<file path="src/rtl/vector_pkg.sv">
// Shared vector-unit types and widths used by decode, issue and the execution unit.
package vector_pkg;
  localparam int NUM_VREG = 32;
  localparam int OPC_W    = 6;
  localparam int REG_W    = $clog2(NUM_VREG);

  typedef struct packed {
    logic [OPC_W-1:0] opc;
    logic [REG_W-1:0] vd;
    logic [REG_W-1:0] vs1;
    logic [REG_W-1:0] vs2;
  } vinstr_t;
endpackage

</file>
<file path="src/rtl/iissue_fifo.sv">
// DEPTH-entry instruction FIFO; occupancy counter disambiguates full from empty.
module iissue_fifo #(
  parameter int DEPTH = 4,
  parameter int PW    = $clog2(DEPTH)
) (
  input  logic              clk,
  input  logic              reset,
  input  logic              push,
  input  logic              pop,
  input  vector_pkg::vinstr_t din,
  output vector_pkg::vinstr_t dout,
  output logic [PW:0]       count,
  output logic              full,
  output logic              empty
);
  import vector_pkg::*;

  vinstr_t mem [DEPTH];
  logic [PW-1:0] wr_ptr, rd_ptr;

  assign full  = (count == (PW+1)'(DEPTH));
  assign empty = (count == '0);
  assign dout  = mem[rd_ptr];

  // power-of-2 depth: pointers wrap by natural overflow
  always_ff @(posedge clk) begin
    if (reset) begin
      wr_ptr <= '0;
      rd_ptr <= '0;
      count  <= '0;
    end else begin
      if (push) begin
        mem[wr_ptr] <= din;
        wr_ptr      <= wr_ptr + 1'b1;
      end
      if (pop) rd_ptr <= rd_ptr + 1'b1;
      case ({push, pop})
        2'b10:   count <= count + 1'b1;
        2'b01:   count <= count - 1'b1;
        default: count <= count;
      endcase
    end
  end
endmodule

</file>
<file path="src/rtl/iissue_unit.sv">
// In-order vector issue stage: FIFO, per-vreg busy scoreboard, valid/ready issue.
// Optional hazard stall counter enabled by ISSUE_STALL_CNT_EN.
module iissue_unit #(
  parameter int DEPTH    = 4,
  parameter int NUM_VREG = 32,
  parameter int OPC_W    = 6,
  parameter int REG_W    = 5
) (
  input  logic                     clk,
  input  logic                     reset,
  input  logic                     in_valid,
  output logic                     in_ready,
  input  logic [OPC_W-1:0]         in_opc,
  input  logic [REG_W-1:0]         in_vd,
  input  logic [REG_W-1:0]         in_vs1,
  input  logic [REG_W-1:0]         in_vs2,
  output logic                     out_valid,
  input  logic                     out_ready,
  output logic [OPC_W-1:0]         out_opc,
  output logic [REG_W-1:0]         out_vd,
  output logic [REG_W-1:0]         out_vs1,
  output logic [REG_W-1:0]         out_vs2,
  input  logic                     wb_valid,
  input  logic [REG_W-1:0]         wb_vd,
  output logic [$clog2(DEPTH):0]   count,
  output logic [31:0]              stall_cnt
);
  import vector_pkg::*;

  vinstr_t             din, head;
  logic                full, empty, push, pop, hazard;
  logic [NUM_VREG-1:0] busy, busy_nxt;

  assign din      = '{opc: in_opc, vd: in_vd, vs1: in_vs1, vs2: in_vs2};
  assign in_ready = !full;
  assign push     = in_valid && in_ready;

  iissue_fifo #(.DEPTH(DEPTH)) u_fifo (
    .clk   (clk),
    .reset (reset),
    .push  (push),
    .pop   (pop),
    .din   (din),
    .dout  (head),
    .count (count),
    .full  (full),
    .empty (empty)
  );

  // RAW on sources and WAW on destination, from registered busy only
  assign hazard    = busy[head.vs1] | busy[head.vs2] | busy[head.vd];
  assign out_valid = !empty && !hazard;
  assign pop       = out_valid && out_ready;
  assign out_opc   = head.opc;
  assign out_vd    = head.vd;
  assign out_vs1   = head.vs1;
  assign out_vs2   = head.vs2;

  // clear before set so an issue to the released vreg keeps it busy
  always_comb begin
    busy_nxt = busy;
    if (wb_valid) busy_nxt[wb_vd] = 1'b0;
    if (pop)      busy_nxt[head.vd] = 1'b1;
  end

  always_ff @(posedge clk) begin
    if (reset) busy <= '0;
    else       busy <= busy_nxt;
  end

`ifdef ISSUE_STALL_CNT_EN
  logic [31:0] stall_q;
  always_ff @(posedge clk) begin
    if (reset)                                      stall_q <= '0;
    else if (!empty && hazard && stall_q != '1)     stall_q <= stall_q + 32'd1;
  end
  assign stall_cnt = stall_q;
`else
  assign stall_cnt = '0;
`endif
endmodule

</file>
<file path="config.mk">
export PLATFORM = sky130hd
export DESIGN_NAME = iissue_unit
export DESIGN_NICKNAME = d
export VERILOG_FILES = /design/src/rtl/vector_pkg.sv /design/src/rtl/iissue_fifo.sv /design/src/rtl/iissue_unit.sv
export SDC_FILE = /design/constraint.sdc
export NUM_CORES = 1
export LEC_CHECK = 0
export ABC_CLOCK_PERIOD_IN_PS = 3450
export BUFFER_PORTS_ARGS = -buffer_cell sky130_fd_sc_hd__buf_2
export CAP_MARGIN = 20
export CORE_AREA = 2 2 120 122
export DETAILED_ROUTE_END_ITERATION = 6
export DIE_AREA = 0 0 122 124
export PLACE_DENSITY = 0.73
export SKIP_LAST_GASP = 1
export SYNTH_ARGS = -nofsm -noshare
export SYNTH_HDL_FRONTEND = slang
export SYNTH_SLANG_ARGS = --single-unit
</file>
<file path="constraint.sdc">
create_clock -name clk -period 3.45 [get_ports clk]
set_input_delay 0.69 -clock clk [delete_from_list [all_inputs] [get_ports clk]]
set_output_delay 0.69 -clock clk [all_outputs]
set_load 0.05 [all_outputs]
</file>
# [Word-level counts from Yosys, hierarchy flattened]
# Memories as Yosys holds them, arrays and structs flattened. A register that Yosys moved wholly into a read port is not among the register bits.
# Cells that the tools add are included.
# Widths: inputs -> output; s select.
[word_totals] reg_bits=39 wordCells=51 out_inout_bits=58 n_memories=1 ram_bits=84 latch_bits=0 rom_bits=0
[memory_table] name="u_fifo.mem" depth=4 word_bits=21 rd=1 rd_clocked_by_memory_dff=1 write_ports=1 line="iissue_fifo.sv:18" source="vinstr_t mem [DEPTH];"
[classes] n_addsub=4 n_eq_ne=3 n_reduce_logical=10 order_cmp=6 div=0 bitwise=5 mux=18 n_mul=0 shift=0
[ops] op="$mux 32" n=2
[ops] op="$and 32x32->32" n=1
[ops] op="$not 32->32" n=1
[ops] op="$or 32x32->32" n=1
[ops] op="$lt 5x6->1 const B" n=4
[ops] op="$bmux 1 s5" n=3
[ops] op="$demux 1 s5" n=2
[ops] op="$ge 5x1->1 const B" n=2
[ops] op="$mux 1" n=8
[ops] op="$pmux 3 s2" n=1
[ops] op="$logic_and 1x1->1" n=5
[ops] op="$add 2x1->2 const B" n=2
[ops] op="$mux 2" n=2
[ops] op="$add 3x1->3 const B" n=1
[ops] op="$eq 3x3->1 const B" n=1
[ops] op="$logic_not 1->1" n=3
[ops] op="$logic_not 3->1" n=1
[ops] op="$sub 3x1->3 const B" n=1
[ops] op="$eq 2x1->1 const B" n=1
[ops] op="$eq 2x2->1 const B" n=1
[ops] op="$or 1x1->1" n=2
[ops] op="$reduce_bool 2->1" n=1

# [Depth between registers and ports, before layout]
# Gate-level depths: netlist of the first run.
[logic_depth] depth_word=9 mapped_depth=15 depth_no_buf=12

# [By module]
# A second synthesis of the first run with hierarchy kept.
[hier_totals] hier_cells=471 hier_area_um2=6137.1
[by_module_without_submodules] module="iissue_fifo" cells_each=157 seq_area_each_um2=2702.6 area_per_inst_um2=3469.6 n_inst=1
[by_module_without_submodules] module="iissue_unit" cells_each=314 seq_area_each_um2=640.6 area_per_inst_um2=2667.6 n_inst=1

# [Worst setup path after synthesis of the first run]
# Ideal clock, no wire load.
[synth_timing] path_kind="flip-flop to output port" from="register with a tool-made name" to="output port out_valid" t_arrival_ps=3786 t_required_ps=2760 slack_ps=-1026 stages_incl_launch_ff=9 n_path_buf=2 path_cell_list="dfxtp_1 buf_4 mux4_2 clkbuf_1 nor2b_1 nor2b_1 a32oi_1 nand4_2 nor4_1"
[synth_lines] element="end: declaration" line="iissue_unit.sv:17" source="output logic out_valid,"

==> results.cfg, run 1 <==
[setup_path]
arrival_ns = 3.00
required_ns = 2.76
start_kind = flip-flop
setup.worst_path.end_class = output port
worstPathMaxFanout = 7
criticalPathCategory = reg -> out
r2r_slack_ns = -0.11

[clock_tree]
cts_root_buf = clkbuf_16
ctsHoldBuffers = 0
clk_latency_ns = 0.42
cts_buffers = 17
cts_tree = yes
clock-sinks = 125
htree_levels = 4
clock_path_buffers = 2
clk_pin_slew_worst_paths_ns = 0.06

[place]
hpwl_um = 10800
port_buffers = 56
dp_cells = 741
gp_congestion = 0.960

[yosys]
synth_top_area_share_pct = 41.0
ys_seq_area_share_pct = 54.3
yosysWarnings = 0
netlist_top_cells_area = edfxtp_1 41%, dfxtp_1 13%, mux2i_1 8.5%
netlist_top_cells_count = 84 x edfxtp_1, 52 x mux2i_1, 41 x dfxtp_1, 41 x o21ai_0, 39 x nand2_1
ys.flop_type = edfxtp_1
synth_edf_count = 84
yosysMostFrequentCell = edfxtp_1
synth.distinct_cells = 47
synth_area_mm2 = 0.00616
ys_async_sr_fraction_pct = 0
synth_cells = 493
yosys_register_bits = 125
yosysTopAreaCell = edfxtp_1
synth.avg_cell_area_um2 = 12.5

[timing]
worst_slack_ns = -0.242
hold_violations = 0
maxSlewViolCount = 0
final.setup_skew_ns = 0.0144
setup_viol_count_final = 2
post-route-min-period_ns = 3.69
worst_pin_slew_ns = 0.548
period_share_pct = 107
rsz0062_at_grt = true
relSlewSlack_pct = 63.4
fmax_mhz = 271

[floorplan]
rows = 43
core_mm2 = 0.0137
pin_count = 89
die_y_um = 124
start_util_pct = 44.9
die_x_um = 122
die-area_mm2 = 0.0151

[outcome]
violations = setup timing
outcome = finished, violations left

[grt]
grt_pass1_vias = 4412
grt_max_degree = 24
antenna_found_initial = 0
grt_pass1_wl_um = 23700
globalRouteTotalUtil_pct = 21.4
grt_overflow = 0

[cells_and_area]
final_layout_size_suffix_gt1_share_pct = 29.3
antenna_cells = 0
area_growth_pct = 20.0
final_cells = 781
nNetsFinal = 626
fillers = 1172
fin_util_pct = 53.9

[detailed_routing]
antenna_left = 0
drt_iter0_markers = 344
post_drt_wl_per_cell_um = 19.4
vias_per_cell = 5.49
dr.pass1.iters = 5
drcViolationCount = 0
vias = 4290
drt-total-wl_um = 15200

[power]
power_density_mw_per_mm2 = 719
p_leak_uw = 0.00276
ir_drop_uv = 728

[hold_path]
hold_class = in -> reg

[flow_run]
drv_cap = 0
[where the power goes]
part	internal, µW	switching, µW
combinational	729	1190
sequential	1690	67.2
clock	981	660
[sequential cells by signal, indices dropped and copies added (netlist names), named ones only]
register and cells:
u_fifo.wr_ptr 2, u_fifo.rd_ptr 2, busy 32, u_fifo.count 3, u_fifo.mem 84
[cells by family after synthesis]
kind of cell	after synthesis	synth area share, %
other	1	0.0609
buffers and inverters	63	6.38
and+or+nand+nor	147	13.4
DFF	125	54.3
xor gates and xnor gates	4	0.569
muxes	76	16.9
adders and majority gates	6	1.34
AOI/OAI and AO/OA	71	7.13
[worst paths after layout]
check | startpoint | end | cells past startpoint
setup / recovery | flip-flop | out_valid | 8
hold / removal | in_opc[5] | u_fifo.mem[0][20] | 1
setup reg to reg | flip-flop | u_fifo.count[2] | 15
hold reg to reg | u_fifo.wr_ptr[1] | u_fifo.wr_ptr[1] | 2
[placed cells by master (no fill, tap or decap), types with 2 or more instances in the layout]
cell type and instances:
nand4_1 5, nand2_1 39, buf_2 55, nor3b_1 4, and2_1 5, clkbuf_16 17, nor2b_1 22, a21oi_1 7
nor4_4 2, a22oi_1 3, dfxtp_1 40, clkinvlp_4 4, ha_1 4, nand2b_1 3, nor2_1 16, buf_4 37
clkinv_1 3, nand3b_1 24, nor2b_2 2, mux2_2 2, nand3_1 11, o21ai_2 8, mux4_2 22, edfxtp_1 84
o2111ai_1 3, clkinv_4 3, inv_6 2, xor2_1 2, conb_1 32, buf_6 4, nor3_1 3, or3_1 2
xnor2_1 2, a211oi_1 2, o21ai_0 41, buf_12 3, mux2i_1 52, a32oi_1 2, inv_1 9
[what timing repair did]
action	CTS	global route
pin swaps	5	3
setup buffers	6	3
setup endpoints to repair	2	11
gates resized for setup	4	5
[worst max-delay path, cell delays in order (launching register included)]
cell	delay (ns)
dfxtp_4	0.42
mux4_2	0.59
mux4_2	0.46
and3_4	0.17
a41oi_2	0.17
nand4_2	0.12
buf_6	0.15
nor4_4	0.28
buf_6	0.21
[area by class of cell]
| cell class | instances | area, µm² | share of cell area (%) |
|---|---|---|---|
| Clock inverter | 14 | 120 | 1.62 |
| Clock buffer | 17 | 425 | 5.75 |
| Inverter | 10 | 37.5 | 0.508 |
| Timing Repair Buffer | 99 | 658 | 8.90 |
| Tap cell | 180 | 225 | 3.05 |
| Sequential cell | 125 | 3350 | 45.3 |
| Multi-Input combinational cell | 336 | 2580 | 34.9 |
[metal layers]
metal	vias up	wire [µm]	track usage, %
met5	-	0	0
met4	0	302	8.98
met3	22	981	6.09
met2	166	7350	35.3
met1	2136	6520	26.4
li1	1966	-	-
[through the flow]
step / setup TNS (ns) / cell area (µm²) / worst slack, ns / hold slack [ns] / total power, µW
2_1_floorplan: -0.0845 / 6370 / -0.0845 / 0.469 / 3160
3_3_place_gp: -0.0263 / 6750 / -0.0263 / 0.484 / 3580
3_5_place_dp: -0.0810 / 6750 / -0.0551 / 0.515 / 3600
4_1_cts: -0.400 / 7350 / -0.267 / 0.466 / 5310
5_1_grt: -0.810 / 7390 / -0.342 / 0.467 / 5530
6_report: -0.355 / 7390 / -0.242 / 0.478 / 5320
(Power assumes the default switching activity.)
==> inputs of run 2 (changes only) <==
--- a/config.mk
+++ b/config.mk
@@ -8,10 +8,10 @@
 export ABC_CLOCK_PERIOD_IN_PS = 3450
 export BUFFER_PORTS_ARGS = -buffer_cell sky130_fd_sc_hd__buf_2
 export CAP_MARGIN = 20
-export CORE_AREA = 2 2 120 122
+export CORE_AREA = 2 2 112 114
 export DETAILED_ROUTE_END_ITERATION = 6
-export DIE_AREA = 0 0 122 124
-export PLACE_DENSITY = 0.73
+export DIE_AREA = 0 0 114 116
+export PLACE_DENSITY = 0.82
 export SKIP_LAST_GASP = 1
 export SYNTH_ARGS = -nofsm -noshare
 export SYNTH_HDL_FRONTEND = slang
==> run 2 against run 1 <==
  * The run still ends with setup timing left
  * Register-to-register slack worse by 0.07 ns
  * Combinational power about the same
  * Core utilization up 8.4 points
  * Global-route usage up 2.6 points
  * Clock-buffer cell count unchanged
  * Critical path type unchanged
  * Critical endpoint unchanged
==> results.cfg, run 2 (synthesized netlist as in run 1, its figures left out) <==
[cells_and_area]
nNetsFinal = 627
area_growth_pct = 20.5
reg_top3 = u_fifo.mem x84, busy x32, u_fifo.count x3
largest_reg_flops = 84
antenna_cells = 0
final_common_cell = edfxtp_1
final_cell_mix = 84 x edfxtp_1, 55 x buf_2, 52 x mux2i_1
final_layout_size_suffix_gt1_share_pct = 29.7
regMostFlops = u_fifo.mem

[clock_tree]
cts_buffers = 17
htree_levels = 4
ctsHoldBuffers = 0
clk_pin_slew_worst_paths_ns = 0.06
cts_tree = yes
cts_root_buf = clkbuf_16
clk_latency_ns = 0.42
clock-sinks = 125
clock_path_buffers = 2

[setup_path]
required_ns = 2.76
worstPathMaxFanout = 11
setup.worst_path.end_class = output port
start_kind = flip-flop
criticalPathCategory = reg -> out
arrival_ns = 2.95

[grt]
grt_max_degree = 25
antenna_found_initial = 0
grt_pass1_vias = 4442
grt_overflow = 0
grt_pass1_wl_um = 23400
globalRouteTotalUtil_pct = 23.9

[timing]
fmax_mhz = 274
relSlewSlack_pct = 56.5
post-route-min-period_ns = 3.64
rsz0062_at_grt = true
worst_pin_slew_ns = 0.651
worst_slack_ns = -0.194
setup_viol_count_final = 3
period_share_pct = 106
hold_violations = 0
maxSlewViolCount = 0
final.setup_skew_ns = 0.00794
whs_ns = 0.476

[power]
power.share.combinational_pct = 35.6
ir_drop_uv = 375
power.total_uw = 5470
power_frac_seq_pct = 32.0
p_sw_uw = 2020
clkPwrFrac_pct = 32.5
swShare_pct = 36.8
cell_internal_pwr_uw = 3460
p_leak_uw = 0.00281
power_density_mw_per_mm2 = 737

[detailed_routing]
post_drt_wl_per_cell_um = 20.2
vias_per_cell = 5.87
drcViolationCount = 0
dr.pass1.iters = 5
drt_iter0_markers = 489
drt-total-wl_um = 15200
antenna_left = 0
vias = 4406

[floorplan]
core_mm2 = 0.0119
start_util_pct = 51.7
die_y_um = 116
pin_count = 89
die-area_mm2 = 0.0132
rows = 40
die_x_um = 114

[flow_run]
drv_cap = 0

[place]
hpwl_um = 10400
port_buffers = 56
gp_congestion = 0.892

[outcome]
outcome = finished, violations left
violations = setup timing

[hold_path]
hold_class = in -> reg
## run 2: metal layers
metal	wire length (µm)	up-vias	track usage [%]	share of wire, %
li1	-	1977	-	-
met1	6100	2162	29.8	40
met2	7610	229	39.5	50
met3	1030	38	5.65	6.8
met4	440	0	11.7	2.9
met5	0	-	0	0
## run 2: power by group through the flow
stage | logic, µW | clock network [µW] | registers (µW)
final | 1950 | 1780 | 1750
after global routing | 2050 | 1860 | 1760
after CTS | 1890 | 1790 | 1750
after detailed placement | 1820 | 0 | 1780
after global placement | 1800 | 0 | 1770
after floorplan | 1350 | 0 | 1810
## run 2: worst paths after layout
path                         start  slack [ns]                end  cells after the start
setup / recovery         flip-flop       -0.19          out_valid                     10
hold reg to reg   u_fifo.wr_ptr[1]        0.51   u_fifo.wr_ptr[1]                      2
hold / removal           in_opc[2]        0.48  u_fifo.mem[1][17]                      1
setup reg to reg         flip-flop       -0.18    u_fifo.count[2]                     15
## run 2: timing repair
action / 4_1_cts / 5_1_grt
gates cloned: 0 / 1
endpoints found under the setup margin: 2 / 11
pin swaps: 5 / 1
resized for setup: 4 / 1
buffers inserted: 8 / 3
## run 2: area by class of cell
cell class,instances,area (µm²)
clock buffers,17,425
flip-flops and latches,125,3350
fillers,896,4490
multi-input cells,336,2570
repair buffers,100,688
well taps,147,184
clock inverters,15,168
inverters,10,37.5
## run 2: through the flow
step                      cells  setup TNS (ns)  setup WS (ns)  util (%)  instance area (µm²)
after floorplan             524         -0.0845        -0.0845         -                 6370
after global placement      706         -0.0749        -0.0749      56.3                 6710
after detailed placement    706         -0.0795        -0.0795      56.3                 6710
after CTS                   746          -0.503         -0.241      61.9                 7370
after global routing        750          -0.933         -0.378      62.3                 7420
final                       750          -0.415         -0.194      62.3                 7420
## run 2: critical path, stage by stage, from the launching register on
cell and delay (ns):
dfxtp_4 0.38, buf_12 0.13, mux4_2 0.54, buf_12 0.18, mux2i_1 0.16, mux2i_1 0.11, a32oi_1 0.26, nand4_2 0.14
buf_4 0.17, nor4_4 0.28, buf_6 0.19
